## src/rtl/pcmfm_pkg.sv

```systemverilog
// Shared constants and types for the PCM/FM trellis modulator:
// 20-point I/Q constellation, phase modulus and sample-phase state type.
package pcmfm_pkg;

  localparam int unsigned PH_MOD = 20;

  typedef enum logic {
    SAMP0 = 1'b0,
    SAMP1 = 1'b1
  } state_t;

  // Point k sits at -18k degrees on a circle of radius 511.
  localparam logic [9:0] COS_TAB [PH_MOD] = '{
    10'h1FF, 10'h1E6, 10'h19D, 10'h12C, 10'h09E,
    10'h000, 10'h362, 10'h2D4, 10'h263, 10'h21A,
    10'h201, 10'h21A, 10'h263, 10'h2D4, 10'h362,
    10'h000, 10'h09E, 10'h12C, 10'h19D, 10'h1E6
  };

  localparam logic [9:0] SIN_TAB [PH_MOD] = '{
    10'h000, 10'h362, 10'h2D4, 10'h263, 10'h21A,
    10'h201, 10'h21A, 10'h263, 10'h2D4, 10'h362,
    10'h000, 10'h09E, 10'h12C, 10'h19D, 10'h1E6,
    10'h1FF, 10'h1E6, 10'h19D, 10'h12C, 10'h09E
  };

  function automatic logic [4:0] phase_add(input logic [4:0] p, input logic [4:0] s);
    logic [5:0] sum;
    sum = {1'b0, p} + {1'b0, s};
    return (sum >= 6'(PH_MOD)) ? 5'(sum - 6'(PH_MOD)) : sum[4:0];
  endfunction

endpackage

```

## src/rtl/pcmfm_trellis_mod_if.sv

```systemverilog
// Bit-input handshake and I/Q sample output bundle for pcmfm_trellis_mod.
interface pcmfm_trellis_mod_if;
  logic       ena;
  logic       bitIn;
  logic       bitValid;
  logic       bitReady;
  logic [9:0] iOut;
  logic [9:0] qOut;
  logic       outValid;
  logic       sampleIdx;
  logic [4:0] phaseIdx;
  logic       underflow;
  logic       clrUnderflow;

  modport master (
    output ena, bitIn, bitValid, clrUnderflow,
    input  bitReady, iOut, qOut, outValid, sampleIdx, phaseIdx, underflow
  );

  modport slave (
    input  ena, bitIn, bitValid, clrUnderflow,
    output bitReady, iOut, qOut, outValid, sampleIdx, phaseIdx, underflow
  );
endinterface

```

## src/rtl/pcmfm_phase_lut.sv

```systemverilog
// Combinational phase-index to I/Q constellation lookup.
module pcmfm_phase_lut
  import pcmfm_pkg::*;
(
  input  logic [4:0] phase,
  output logic [9:0] i_val,
  output logic [9:0] q_val
);

  always_comb begin
    i_val = '0;
    q_val = '0;
    if (phase < 5'(PH_MOD)) begin
      i_val = COS_TAB[phase];
      q_val = SIN_TAB[phase];
    end
  end

endmodule

```

## src/rtl/pcmfm_trellis_mod.sv

```systemverilog
// PCM/FM trellis modulator: two samples per symbol, phase steps mod 20.
// Define PCMFM_NRZM_EN for NRZ-M differential direction coding (default NRZ-L).
module pcmfm_trellis_mod
  import pcmfm_pkg::*;
#(
  parameter int unsigned PH_STEP0 = 4,
  parameter int unsigned PH_STEP1 = 3
) (
  input logic                clk,
  input logic                reset,
  pcmfm_trellis_mod_if.slave bus
);

  localparam logic [4:0] S0_FWD = 5'(PH_STEP0 % PH_MOD);
  localparam logic [4:0] S0_REV = 5'((PH_MOD - (PH_STEP0 % PH_MOD)) % PH_MOD);
  localparam logic [4:0] S1_FWD = 5'(PH_STEP1 % PH_MOD);
  localparam logic [4:0] S1_REV = 5'((PH_MOD - (PH_STEP1 % PH_MOD)) % PH_MOD);

  state_t     state, state_next;
  logic [4:0] phase, phase_next;
  logic       full, held;
  logic       dir, dir_next;
  logic       stepping, stepping_next;
  logic       consume, uf_set, cur_dir;
  logic [9:0] lut_i, lut_q;

  assign bus.bitReady = ~full & ~reset;
  assign bus.phaseIdx = phase;

`ifdef PCMFM_NRZM_EN
  logic level;
  assign cur_dir = level ^ held;
  always_ff @(posedge clk) begin
    if (reset)        level <= 1'b0;
    else if (consume) level <= cur_dir;
  end
`else
  assign cur_dir = held;
`endif

  // SAMP1 only steps when SAMP0 of the same symbol actually consumed a bit.
  always_comb begin
    state_next    = state;
    phase_next    = phase;
    dir_next      = dir;
    stepping_next = stepping;
    consume       = 1'b0;
    uf_set        = 1'b0;
    if (bus.ena) begin
      case (state)
        SAMP0: begin
          state_next = SAMP1;
          if (full) begin
            consume       = 1'b1;
            dir_next      = cur_dir;
            stepping_next = 1'b1;
            phase_next    = phase_add(phase, cur_dir ? S0_FWD : S0_REV);
          end else begin
            uf_set        = 1'b1;
            stepping_next = 1'b0;
          end
        end
        SAMP1: begin
          state_next = SAMP0;
          if (stepping) phase_next = phase_add(phase, dir ? S1_FWD : S1_REV);
        end
      endcase
    end
  end

  pcmfm_phase_lut u_lut (
    .phase (phase_next),
    .i_val (lut_i),
    .q_val (lut_q)
  );

  always_ff @(posedge clk) begin
    if (reset) begin
      state         <= SAMP0;
      phase         <= '0;
      dir           <= 1'b0;
      stepping      <= 1'b0;
      full          <= 1'b0;
      held          <= 1'b0;
      bus.underflow <= 1'b0;
      bus.iOut      <= 10'h1FF;
      bus.qOut      <= '0;
      bus.outValid  <= 1'b0;
      bus.sampleIdx <= 1'b0;
    end else begin
      state    <= state_next;
      phase    <= phase_next;
      dir      <= dir_next;
      stepping <= stepping_next;
      if (consume) begin
        full <= 1'b0;
      end else if (bus.bitValid && bus.bitReady) begin
        full <= 1'b1;
        held <= bus.bitIn;
      end
      if (uf_set)                bus.underflow <= 1'b1;
      else if (bus.clrUnderflow) bus.underflow <= 1'b0;
      bus.outValid <= bus.ena;
      if (bus.ena) begin
        bus.iOut      <= lut_i;
        bus.qOut      <= lut_q;
        bus.sampleIdx <= (state == SAMP1);
      end
    end
  end

endmodule
```

## src/flat_wrapper.sv

```systemverilog
// flat-port wrapper written by rule: the top's interface ports become plain ports
module pcmfm_trellis_mod_flat import pcmfm_pkg::*;
#(
  parameter int unsigned PH_STEP0 = 4,
  parameter int unsigned PH_STEP1 = 3
)
  (clk, reset, bus_ena, bus_bitIn, bus_bitValid, bus_clrUnderflow, bus_bitReady, bus_iOut, bus_qOut, bus_outValid, bus_sampleIdx, bus_phaseIdx, bus_underflow);
  pcmfm_trellis_mod_if bus_i ();
  input logic clk;
  input logic reset;
  input wire logic [$bits(bus_i.ena)-1:0] bus_ena;
  input wire logic [$bits(bus_i.bitIn)-1:0] bus_bitIn;
  input wire logic [$bits(bus_i.bitValid)-1:0] bus_bitValid;
  input wire logic [$bits(bus_i.clrUnderflow)-1:0] bus_clrUnderflow;
  output wire logic [$bits(bus_i.bitReady)-1:0] bus_bitReady;
  output wire logic [$bits(bus_i.iOut)-1:0] bus_iOut;
  output wire logic [$bits(bus_i.qOut)-1:0] bus_qOut;
  output wire logic [$bits(bus_i.outValid)-1:0] bus_outValid;
  output wire logic [$bits(bus_i.sampleIdx)-1:0] bus_sampleIdx;
  output wire logic [$bits(bus_i.phaseIdx)-1:0] bus_phaseIdx;
  output wire logic [$bits(bus_i.underflow)-1:0] bus_underflow;
  assign bus_i.ena = bus_ena;
  assign bus_i.bitIn = bus_bitIn;
  assign bus_i.bitValid = bus_bitValid;
  assign bus_i.clrUnderflow = bus_clrUnderflow;
  assign bus_bitReady = bus_i.bitReady;
  assign bus_iOut = bus_i.iOut;
  assign bus_qOut = bus_i.qOut;
  assign bus_outValid = bus_i.outValid;
  assign bus_sampleIdx = bus_i.sampleIdx;
  assign bus_phaseIdx = bus_i.phaseIdx;
  assign bus_underflow = bus_i.underflow;
  pcmfm_trellis_mod #(.PH_STEP0(PH_STEP0), .PH_STEP1(PH_STEP1)) u_core (.clk(clk), .reset(reset), .bus(bus_i));
endmodule
```

## config.mk

```make
export PLATFORM = sky130hd
export DESIGN_NAME = pcmfm_trellis_mod_flat
export DESIGN_NICKNAME = d
export VERILOG_FILES = /design/src/rtl/pcmfm_pkg.sv /design/src/rtl/pcmfm_trellis_mod_if.sv /design/src/rtl/pcmfm_phase_lut.sv /design/src/rtl/pcmfm_trellis_mod.sv /design/src/flat_wrapper.sv
export SDC_FILE = /design/constraint.sdc
export NUM_CORES = 1
export LEC_CHECK = 0
export CELL_PAD_IN_SITES_DETAIL_PLACEMENT = 1
export CELL_PAD_IN_SITES_GLOBAL_PLACEMENT = 1
export CORE_UTILIZATION = 51
export DETAILED_ROUTE_END_ITERATION = 7
export DONT_BUFFER_PORTS = 1
export HOLD_SLACK_MARGIN = 0.15
export PLACE_DENSITY = 0.92
export SLEW_MARGIN = 30
export SYNTH_ARGS = -nofsm -noshare
export SYNTH_HDL_FRONTEND = slang
export SYNTH_SLANG_ARGS = --single-unit
```

## constraint.sdc

```tcl
create_clock -name clk -period 6.9 [get_ports clk]
set_clock_uncertainty 0.15 [all_clocks]
set_input_delay 1.035 -clock clk [delete_from_list [all_inputs] [get_ports clk]]
set_output_delay 1.035 -clock clk [all_outputs]
set_load 0.02 [all_outputs]
```

==> results.json, run 1 <==
{
  "status": "finished, final reports clean",
  "yosysWarningCount": 0,
  "syn_area_sq_mm": 0.00239,
  "end_kind": "flop",
  "gp_congestion": 0.856,
  "yosys.cell_types.count": 68,
  "die_h_um": 70.4,
  "crit_buf_inv": 2,
  "min_period_over_period": 0.632,
  "netSwitchingFraction": 0.355,
  "critical_path_required_ns": 6.94,
  "hp-class": "flop to flop",
  "fmax_ghz": 0.229,
  "synth.largest_area_cell": "dfxtp_1",
  "ant_nets": 0,
  "syn_to_final_growth_pct": 2.10,
  "routedWlPerCell_um": 20.5,
  "period_minus_slack_ns": 4.36,
  "startpoint": "u_core.bus.phaseIdx[2]",
  "start_util": 0.541,
  "min_from": "u_core.cur_dir",
  "nets": 297,
  "num_vias": 2201,
  "cts_buffers": 5,
  "cts_resized": 0,
  "setup_viol": 0,
  "dieArea_sq_mm": 0.00496,
  "die_w_um": 70.4,
  "drtPass1Iterations": 4,
  "viasPerCell": 6.77,
  "synth.area.top_cells": "dfxtp_1, ha_1, a21oi_1",
  "reg2reg_from": "u_core.bus.phaseIdx[2]",
  "worstSetupStartpointType": "flop",
  "synth_top_cell_area_share": 0.277,
  "cts_tree": "done",
  "dp_hpwl_um": 4650,
  "worst_pin_slew_ns": 0.701,
  "synth.cells.most_frequent": "dfxtp_1, a21oi_1, nor2_1",
  "clk_latency_ns": 0.29,
  "grt.met2_usage": 0.463,
  "p_sw_w": 0.000176,
  "ys_seq_elements": 33,
  "busiest_layer": "met2",
  "slew_violations": 0,
  "leakage_nw": 0.938,
  "drt_iter0_drc": 187,
  "num_rows": 24,
  "clockPowerShare": 0.296,
  "gr-usage-met1": 0.372,
  "synth_flop_cell": "dfxtp_1",
  "netlist_instances": 281,
  "grt_antenna_before_repair": 0,
  "final_hold_viol_count": 0,
  "fin_tns_setup_ns": 0,
  "ys_async_sr_fraction": 0,
  "grt_start_max_net_pins": 36,
  "peakVddDrop_mv": 0.129,
  "antenna_cells": 0,
  "drive_gt1_frac": 0.110,
  "io_pins": 35,
  "synth_edf_count": 0,
  "cpLargestDelayFamily": "compound AO/OA/AOI/OAI gates",
  "arrival_ns": 4.40,
  "drv_cap": 0,
  "numPortBuffers": 0,
  "grt_use_total": 0.278,
  "placedCellCount": 317,
  "cts_root_buffer": "clkbuf_8",
  "synth.most_common_cell": "dfxtp_1",
  "power_frac_seq": 0.460,
  "ys_seq_area_frac": 0.277,
  "relSlewSlack": 0.530,
  "cp_common_cell": "ha_1",
  "critPathMaxFanout": 23,
  "grt_pass1_wl_um": 11000,
  "p_total_w": 0.000496,
  "routed_wl_um": 6660,
  "power_frac_comb": 0.244,
  "htree_levels": 2,
  "avgSynthCellArea_sq_um": 8.50,
  "cts_setup_buffers": 0,
  "use_met3": 0.0519,
  "n_fill_cell": 555,
  "drcViolationCount": 0,
  "ctsHoldBuffers": 0,
  "clkTransAtPathRegs_ns": 0.07,
  "worstSetupPathType": "flop to flop",
  "slowest_delay_ns": 0.62,
  "max-clock-path-buffers": 2,
  "instances_no_fill": 325,
  "gr-total-overflow": 0,
  "grt_setup_unrepaired": "false",
  "syn_nets": 306,
  "slowest_stage": "dfxtp_1",
  "cts_num_sinks": 33,
  "grt_pass1_vias": 2254,
  "p_int_w": 0.000320,
  "regArea_sq_um": 661,
  "p_per_area_mw_per_mm2": 203,
  "multi_input_comb_area_sq_mm": 0.00157,
  "core_sq_mm": 0.00441,
  "path_cells": "ha_1 > ha_1 > inv_1 > ha_1 > or3b_4 > a21boi_4 > o21ai_1 > a32o_2 > a31oi_4 > inv_2 > ha_1 > nand2_1 > o311ai_1 > a311oi_1",
  "timing.hold.ws_ns": 0.398
}
final timing paths:
path	slack, ns	cells after the start	endpoint
worst max register to register	2.54	14	u_core.bus.qOut[6]
worst max-delay path	2.54	14	u_core.bus.qOut[6]
worst min register to register	0.40	2	u_core.dir
worst min-delay path	0.40	2	u_core.dir
state kept, by name (all words and copies together), names as in the netlist:
register / count
u_core.bus.qOut: 10
u_core.stepping: 1
u_core.bus.phaseIdx: 5
u_core.bus.sampleIdx: 1
u_core.cur_dir: 1
u_core.bus.underflow: 1
u_core.full: 1
u_core.dir: 1
u_core.state: 1
u_core.bus.iOut: 10
u_core.bus.outValid: 1
cell usage in the layout, fill, tap and decap left out, drive strengths merged, types with 3 or more instances in the layout:
master   instances
dfxtp           33
nor2            30
a21oi           28
nand2           18
ha              18
o21ai           16
inv             14
a31oi           10
nand3            9
nor3             9
o211ai           7
clkbuf           7
a221oi           5
o31ai            4
mux2i            4
nor2b            3
xor2             3
o2111ai          3
a211oi           3
a221o            3
xnor2            3
a311oi           3
a32o             3
worst register-to-register path: stages, from the launching register on:
cell and delay [ns]:
dfxtp_1 0.62, ha_1 0.26, ha_1 0.25, inv_1 0.10
ha_1 0.14, or3b_4 0.38, a21boi_4 0.22, o21ai_1 0.10
a32o_2 0.29, a31oi_4 0.52, inv_2 0.35, ha_1 0.40
nand2_1 0.07, o311ai_1 0.10, a311oi_1 0.30
power by group through the flow:
stage               registers, W  logic (W)  clock network [W]
finish                  0.000228   0.000121           0.000147
global route            0.000230   0.000131           0.000156
CTS                     0.000228   0.000119           0.000148
detailed placement      0.000233   0.000118                  0
global placement        0.000232   0.000112                  0
floorplan               0.000229   0.000106                  0
cell type report:
type                       instances  share of cell area
clock buffer                       7              0.0313
clock inverter                     1             0.00308
inverter                          15              0.0231
multi-input combinational        216               0.642
sequential                        33               0.271
tap                               52              0.0267
timing repair buffer               1             0.00308
routing by layer:
metal	up-vias	wire length [um]
met2	71	3220
met1	1085	3010
li1	1039	-
met3	6	368
met5	-	0
met4	0	60
cell families (layout without fill, tap and decap cells):
logic type | Yosys count | in the layout | synth area share
flip-flops | 33 | 33 | 0.277
multiplexers | 5 | 5 | 0.0215
XOR/XNOR | 6 | 6 | 0.0251
AO/OA/AOI/OAI | 107 | 107 | 0.337
adder cells (fa/ha/maj) | 19 | 19 | 0.103
buffers and inverters | 32 | 24 | 0.0681
AND/OR/NAND/NOR | 79 | 79 | 0.169
per-stage QoR:
stage          utilization  worst slack [ns]  cell area (sq um)
2_1_floorplan            -              3.35               2390
3_3_place_gp         0.533              2.82               2350
3_5_place_dp         0.533              2.60               2350
4_1_cts              0.552              2.58               2440
5_1_grt              0.552              2.31               2440
6_report             0.552              2.54               2440
(Power assumes the default switching activity.)
==> run 2, diff against run 1 <==
--- a/config.mk
+++ b/config.mk
@@ -7,11 +7,11 @@
 export LEC_CHECK = 0
 export CELL_PAD_IN_SITES_DETAIL_PLACEMENT = 1
 export CELL_PAD_IN_SITES_GLOBAL_PLACEMENT = 1
-export CORE_UTILIZATION = 51
+export CORE_UTILIZATION = 43
 export DETAILED_ROUTE_END_ITERATION = 7
 export DONT_BUFFER_PORTS = 1
 export HOLD_SLACK_MARGIN = 0.15
-export PLACE_DENSITY = 0.92
+export PLACE_DENSITY = 0.84
 export SLEW_MARGIN = 30
 export SYNTH_ARGS = -nofsm -noshare
 export SYNTH_HDL_FRONTEND = slang
==> constraint.sdc (replaced) <==
create_clock -name clk -period 3.75 [get_ports clk]
set_clock_uncertainty 0.15 [all_clocks]
set_input_delay 0.5625 -clock clk [delete_from_list [all_inputs] [get_ports clk]]
set_output_delay 0.5625 -clock clk [all_outputs]
set_load 0.02 [all_outputs]
==> results.json, run 2 (synthesis results as in run 1) <==
{
  "routed_wl_um": 6940,
  "critPathMaxFanout": 15,
  "multi_input_comb_area_sq_mm": 0.00157,
  "p_int_w": 0.000616,
  "netSwitchingFraction": 0.341,
  "routedWlPerCell_um": 19.5,
  "min_period_over_period": 0.943,
  "antenna_cells": 0,
  "htree_levels": 2,
  "gr-usage-met1": 0.324,
  "num_vias": 2248,
  "slew_violations": 0,
  "fin_ws_ns": 0.215,
  "p_per_area_mw_per_mm2": 362,
  "start_util": 0.456,
  "final_cell_area_sq_mm": 0.00258,
  "viasPerCell": 6.31,
  "ctsHoldBuffers": 0,
  "power_frac_seq": 0.443,
  "numPortBuffers": 0,
  "clockPowerShare": 0.295,
  "regArea_sq_um": 661,
  "dp_slack_ns": 0.177,
  "drcViolationCount": 0,
  "end_kind": "flop",
  "grt_use_total": 0.242,
  "cts_tree": "done",
  "nets": 311,
  "drt_iter0_drc": 143,
  "grt_antenna_before_repair": 0,
  "period_minus_slack_ns": 3.53,
  "power_frac_comb": 0.263,
  "worst_pin_slew_ns": 0.587,
  "clkTransAtPathRegs_ns": 0.07,
  "relSlewSlack": 0.609,
  "worstSetupPathType": "flop to flop",
  "drtPass1Iterations": 4,
  "timing.hold.ws_ns": 0.191,
  "final_common_cell": "dfxtp_1",
  "grt_start_max_net_pins": 36,
  "cts_num_sinks": 33,
  "leakage_nw": 1.02,
  "arrival_ns": 3.57,
  "gp_congestion": 0.851,
  "dieArea_sq_mm": 0.00586,
  "busiest_layer": "met2",
  "fmax_ghz": 0.283,
  "n_fill_cell": 641,
  "worstSetupStartpointType": "flop",
  "mostFrequentLayoutCells": "dfxtp_1, nor2_1, a21oi_1",
  "peakVddDrop_mv": 0.267,
  "grt_pass1_wl_um": 11300,
  "ant_nets": 0,
  "hp-class": "input port to flop",
  "fin_tns_setup_ns": 0,
  "die_h_um": 76.5,
  "grt_pass1_vias": 2279,
  "io_pins": 35,
  "grt.met2_usage": 0.379,
  "p_total_w": 0.000935,
  "clk_latency_ns": 0.29,
  "status": "finished, final reports clean",
  "drv_cap": 0,
  "dpl_cell_area_sq_mm": 0.00246,
  "gr-total-overflow": 0,
  "setup_viol": 0,
  "dp_hpwl_um": 4740,
  "syn_to_final_growth_pct": 8.12,
  "grt_setup_unrepaired": "false",
  "num_rows": 26,
  "drive_gt1_frac": 0.154,
  "use_met3": 0.0467,
  "cts_buffers": 5,
  "p_sw_w": 0.000319,
  "die_w_um": 76.5,
  "max-clock-path-buffers": 2,
  "cts_root_buffer": "clkbuf_8",
  "final_hold_viol_count": 0,
  "core_sq_mm": 0.00524,
  "critical_path_required_ns": 3.79
}
[run 2: power by group through the flow]
stage | Combinational (W) | Clock [W] | Sequential (W)
after floorplan | 0.000195 | 0 | 0.000421
after global placement | 0.000225 | 0 | 0.000421
after detailed placement | 0.000232 | 0 | 0.000422
after CTS | 0.000235 | 0.000283 | 0.000414
after global routing | 0.000269 | 0.000295 | 0.000418
final | 0.000246 | 0.000275 | 0.000414
[run 2: timing repair]
action,CTS,global route
hold endpoints to repair,0,0
buffers inserted,0,3
resized for setup,0,6
endpoints found under the setup margin,0,4
[run 2: layout make-up]
cell class	count	area share
inverters	15	0.0228
clock buffers	7	0.0334
repair buffers	15	0.0451
well taps	70	0.0339
flip-flops and latches	33	0.256
multi-input cells	216	0.609
[run 2: worst paths after layout]
kind,start,endpoint,slack (ns),depth (start not counted)
max,u_core.cur_dir,u_core.bus.qOut[4],0.22,13
min,reset,u_core.bus.qOut[8],0.19,1
max reg2reg,u_core.cur_dir,u_core.bus.qOut[4],0.22,13
min reg2reg,u_core.cur_dir,u_core.dir,0.40,2
[run 2: metal layers]
layer | up-vias | routed length [um]
li1 | 1070 | -
met1 | 1097 | 3180
met2 | 68 | 3270
met3 | 13 | 367
met4 | 0 | 129
met5 | - | 0
[run 2: critical path, stage by stage, from the launching register on]
cell and delay (ns):
dfxtp_1 0.34, ha_1 0.20, ha_1 0.31, inv_1 0.08
ha_1 0.20, or3b_4 0.25, a21boi_4 0.07, or4b_1 0.52
nand3_1 0.26, o21a_4 0.30, buf_4 0.21, xnor2_1 0.15
mux2i_1 0.11, a221oi_1 0.29
[run 2: per-stage QoR]
step,instances,util
final,356,0.493
after floorplan,281,-
after CTS,353,0.486
after detailed placement,346,0.470
after global routing,356,0.493
after global placement,346,0.470
==> run 3, diff against run 2 <==
==> constraint.sdc (replaced) <==
create_clock -name clk -period 3.22 [get_ports clk]
set_clock_uncertainty 0.15 [all_clocks]
set_input_delay 0.483 -clock clk [delete_from_list [all_inputs] [get_ports clk]]
set_output_delay 0.483 -clock clk [all_outputs]
set_load 0.02 [all_outputs]
==> results.json, run 3 (synthesis results as in run 1) <==
{
  "final_common_cell": "buf_4",
  "dp_hpwl_um": 5420,
  "fin_ws_ns": -0.101,
  "grt_antenna_before_repair": 0,
  "drv_cap": 0,
  "routedWlPerCell_um": 24.8,
  "setup_viol": 10,
  "reg2reg_depth": 13,
  "violations": "negative setup slack",
  "cts_root_buffer": "clkbuf_8",
  "gr-total-overflow": 0,
  "dieArea_sq_mm": 0.00586,
  "end_kind": "flop",
  "cpLargestDelayFamily": "compound AO/OA/AOI/OAI gates",
  "relSlewSlack": 0.547,
  "final_hold_viol_count": 0,
  "num_rows": 26,
  "leakage_nw": 1.27,
  "p_per_area_mw_per_mm2": 416,
  "reg2reg_slack_ns": -0.10,
  "clk_latency_ns": 0.29,
  "cts_tree": "done",
  "slowest_stage": "dfxtp_4",
  "slowest_delay_ns": 0.37,
  "period_minus_slack_ns": 3.32,
  "start_util": 0.456,
  "path_cells": "ha_4 > nand3_1 > a32oi_2 > ha_2 > a21boi_4 > o21a_1 > xnor2_2 > a31oi_4 > buf_8 > o211ai_1 > buf_4 > nor2_1 > a32o_1",
  "crit_buf_inv": 2,
  "grt_use_total": 0.295,
  "gp_congestion": 0.960,
  "cts_num_sinks": 33,
  "io_pins": 35,
  "fin_tns_setup_ns": -0.594,
  "numPortBuffers": 0,
  "cts_buffers": 5,
  "worstSetupPathType": "flop to flop",
  "worstSetupStartpointType": "flop",
  "hp-class": "input port to flop",
  "antenna_cells": 0,
  "clkTransAtPathRegs_ns": 0.07,
  "reg2reg_to": "u_core.bus.qOut[2]",
  "worst_pin_slew_ns": 0.674,
  "syn_to_final_growth_pct": 34.2,
  "status": "finished with violations",
  "min_period_over_period": 1.03,
  "min_from": "reset",
  "max-clock-path-buffers": 2,
  "die_h_um": 76.5,
  "drcViolationCount": 0,
  "grt_setup_unrepaired": "true",
  "slew_violations": 0,
  "viasPerCell": 6.65,
  "fmax_ghz": 0.301,
  "num_vias": 2612,
  "timing.hold.ws_ns": 0.136,
  "nets": 347,
  "mostFrequentLayoutCells": "buf_4, dfxtp_1, nor2_1, a21oi_1, nand2_1",
  "hold_depth": 2,
  "reg2reg_from": "u_core.bus.phaseIdx[1]",
  "min_to": "u_core.bus.iOut[1]",
  "die_w_um": 76.5,
  "grt_start_max_net_pins": 29,
  "drive_gt1_frac": 0.375,
  "drt_iter0_drc": 229,
  "htree_levels": 2,
  "grt_pass1_wl_um": 13500,
  "core_sq_mm": 0.00524,
  "grt_pass1_vias": 2577,
  "ant_nets": 0,
  "peakVddDrop_mv": 0.244,
  "critical_path_required_ns": 3.27,
  "dp_slack_ns": -0.196,
  "routed_wl_um": 9750,
  "drtPass1Iterations": 5,
  "critPathMaxFanout": 12,
  "arrival_ns": 3.37
}
-- run 3: changes by cell type in the layout (fill, tap and decap cells not counted), moves of 4 or more --
| cell | delta |
|---|---|
| dfxtp_1 | -6 |
| buf_4 | +29 |
| dfxtp_2 | +4 |
| a221oi_2 | +4 |
| ha_4 | +5 |
| a221oi_1 | -4 |
| ha_1 | -7 |
-- run 3: area by class of cell --
cell class / count / area (sq um)
Clock buffer: 7 / 86.3
Tap cell: 70 / 87.6
Multi-Input combinational cell: 216 / 1820
Inverter: 15 / 61.3
Fill cell: 600 / 2030
Clock inverter: 1 / 30.0
Sequential cell: 33 / 673
Timing Repair Buffer: 51 / 442
-- run 3: stage by stage --
step | power (W) | cell area, sq um | instances | util
global placement | 0.000801 | 2730 | 371 | 0.521
global route | 0.00139 | 3200 | 393 | 0.612
detailed placement | 0.000814 | 2730 | 371 | 0.521
finish | 0.00133 | 3200 | 393 | 0.612
floorplan | 0.000722 | 2440 | 281 | -
CTS | 0.00125 | 2930 | 384 | 0.560
-- run 3: worst reg2reg max path, delay by kind of cell, from the launching register on --
family,cells,cell delay [ns]
XOR/XNOR,1,0.17
flip-flops,1,0.37
adder cells (fa/ha/maj),2,0.52
AND/OR/NAND/NOR,2,0.20
buffers and inverters,2,0.41
AO/OA/AOI/OAI,6,1.42
-- run 3: worst max-delay path by stage --
stage                           startpoint                  to  slack, ns  cells past startpoint
floorplan           u_core.bus.phaseIdx[2]  u_core.bus.qOut[6]      -0.03                     16
global placement    u_core.bus.phaseIdx[0]  u_core.bus.iOut[1]      -0.06                     11
detailed placement  u_core.bus.phaseIdx[1]  u_core.bus.qOut[2]      -0.20                     13
CTS                 u_core.bus.phaseIdx[2]  u_core.bus.qOut[0]      -0.02                     13
global route        u_core.bus.phaseIdx[2]  u_core.bus.qOut[0]      -0.18                     13
finish              u_core.bus.phaseIdx[1]  u_core.bus.qOut[2]      -0.10                     13
-- run 3: what timing repair did --
action	CTS	global route
setup endpoints to repair	17	19
pin swaps	7	9
hold buffers	2	0
gates resized for setup	11	43
setup buffers	3	9
hold endpoints to repair	27	0
-- run 3: metal layers --
metal  track usage  vias to the layer above  share of wire
met1         0.382                     1289           0.41
met2         0.460                      155           0.47
li1              -                     1136              -
met5             0                        -              0
met3        0.0719                       32          0.081
met4         0.133                        0          0.032
-- run 3: report_power, final --
group / switching (W) / internal [W] / total (W)
Sequential: 0.0000477 / 0.000434 / 0.000482
Combinational: 0.000242 / 0.000191 / 0.000432
Clock: 0.000166 / 0.000252 / 0.000419
Total: 0.000456 / 0.000877 / 0.00133
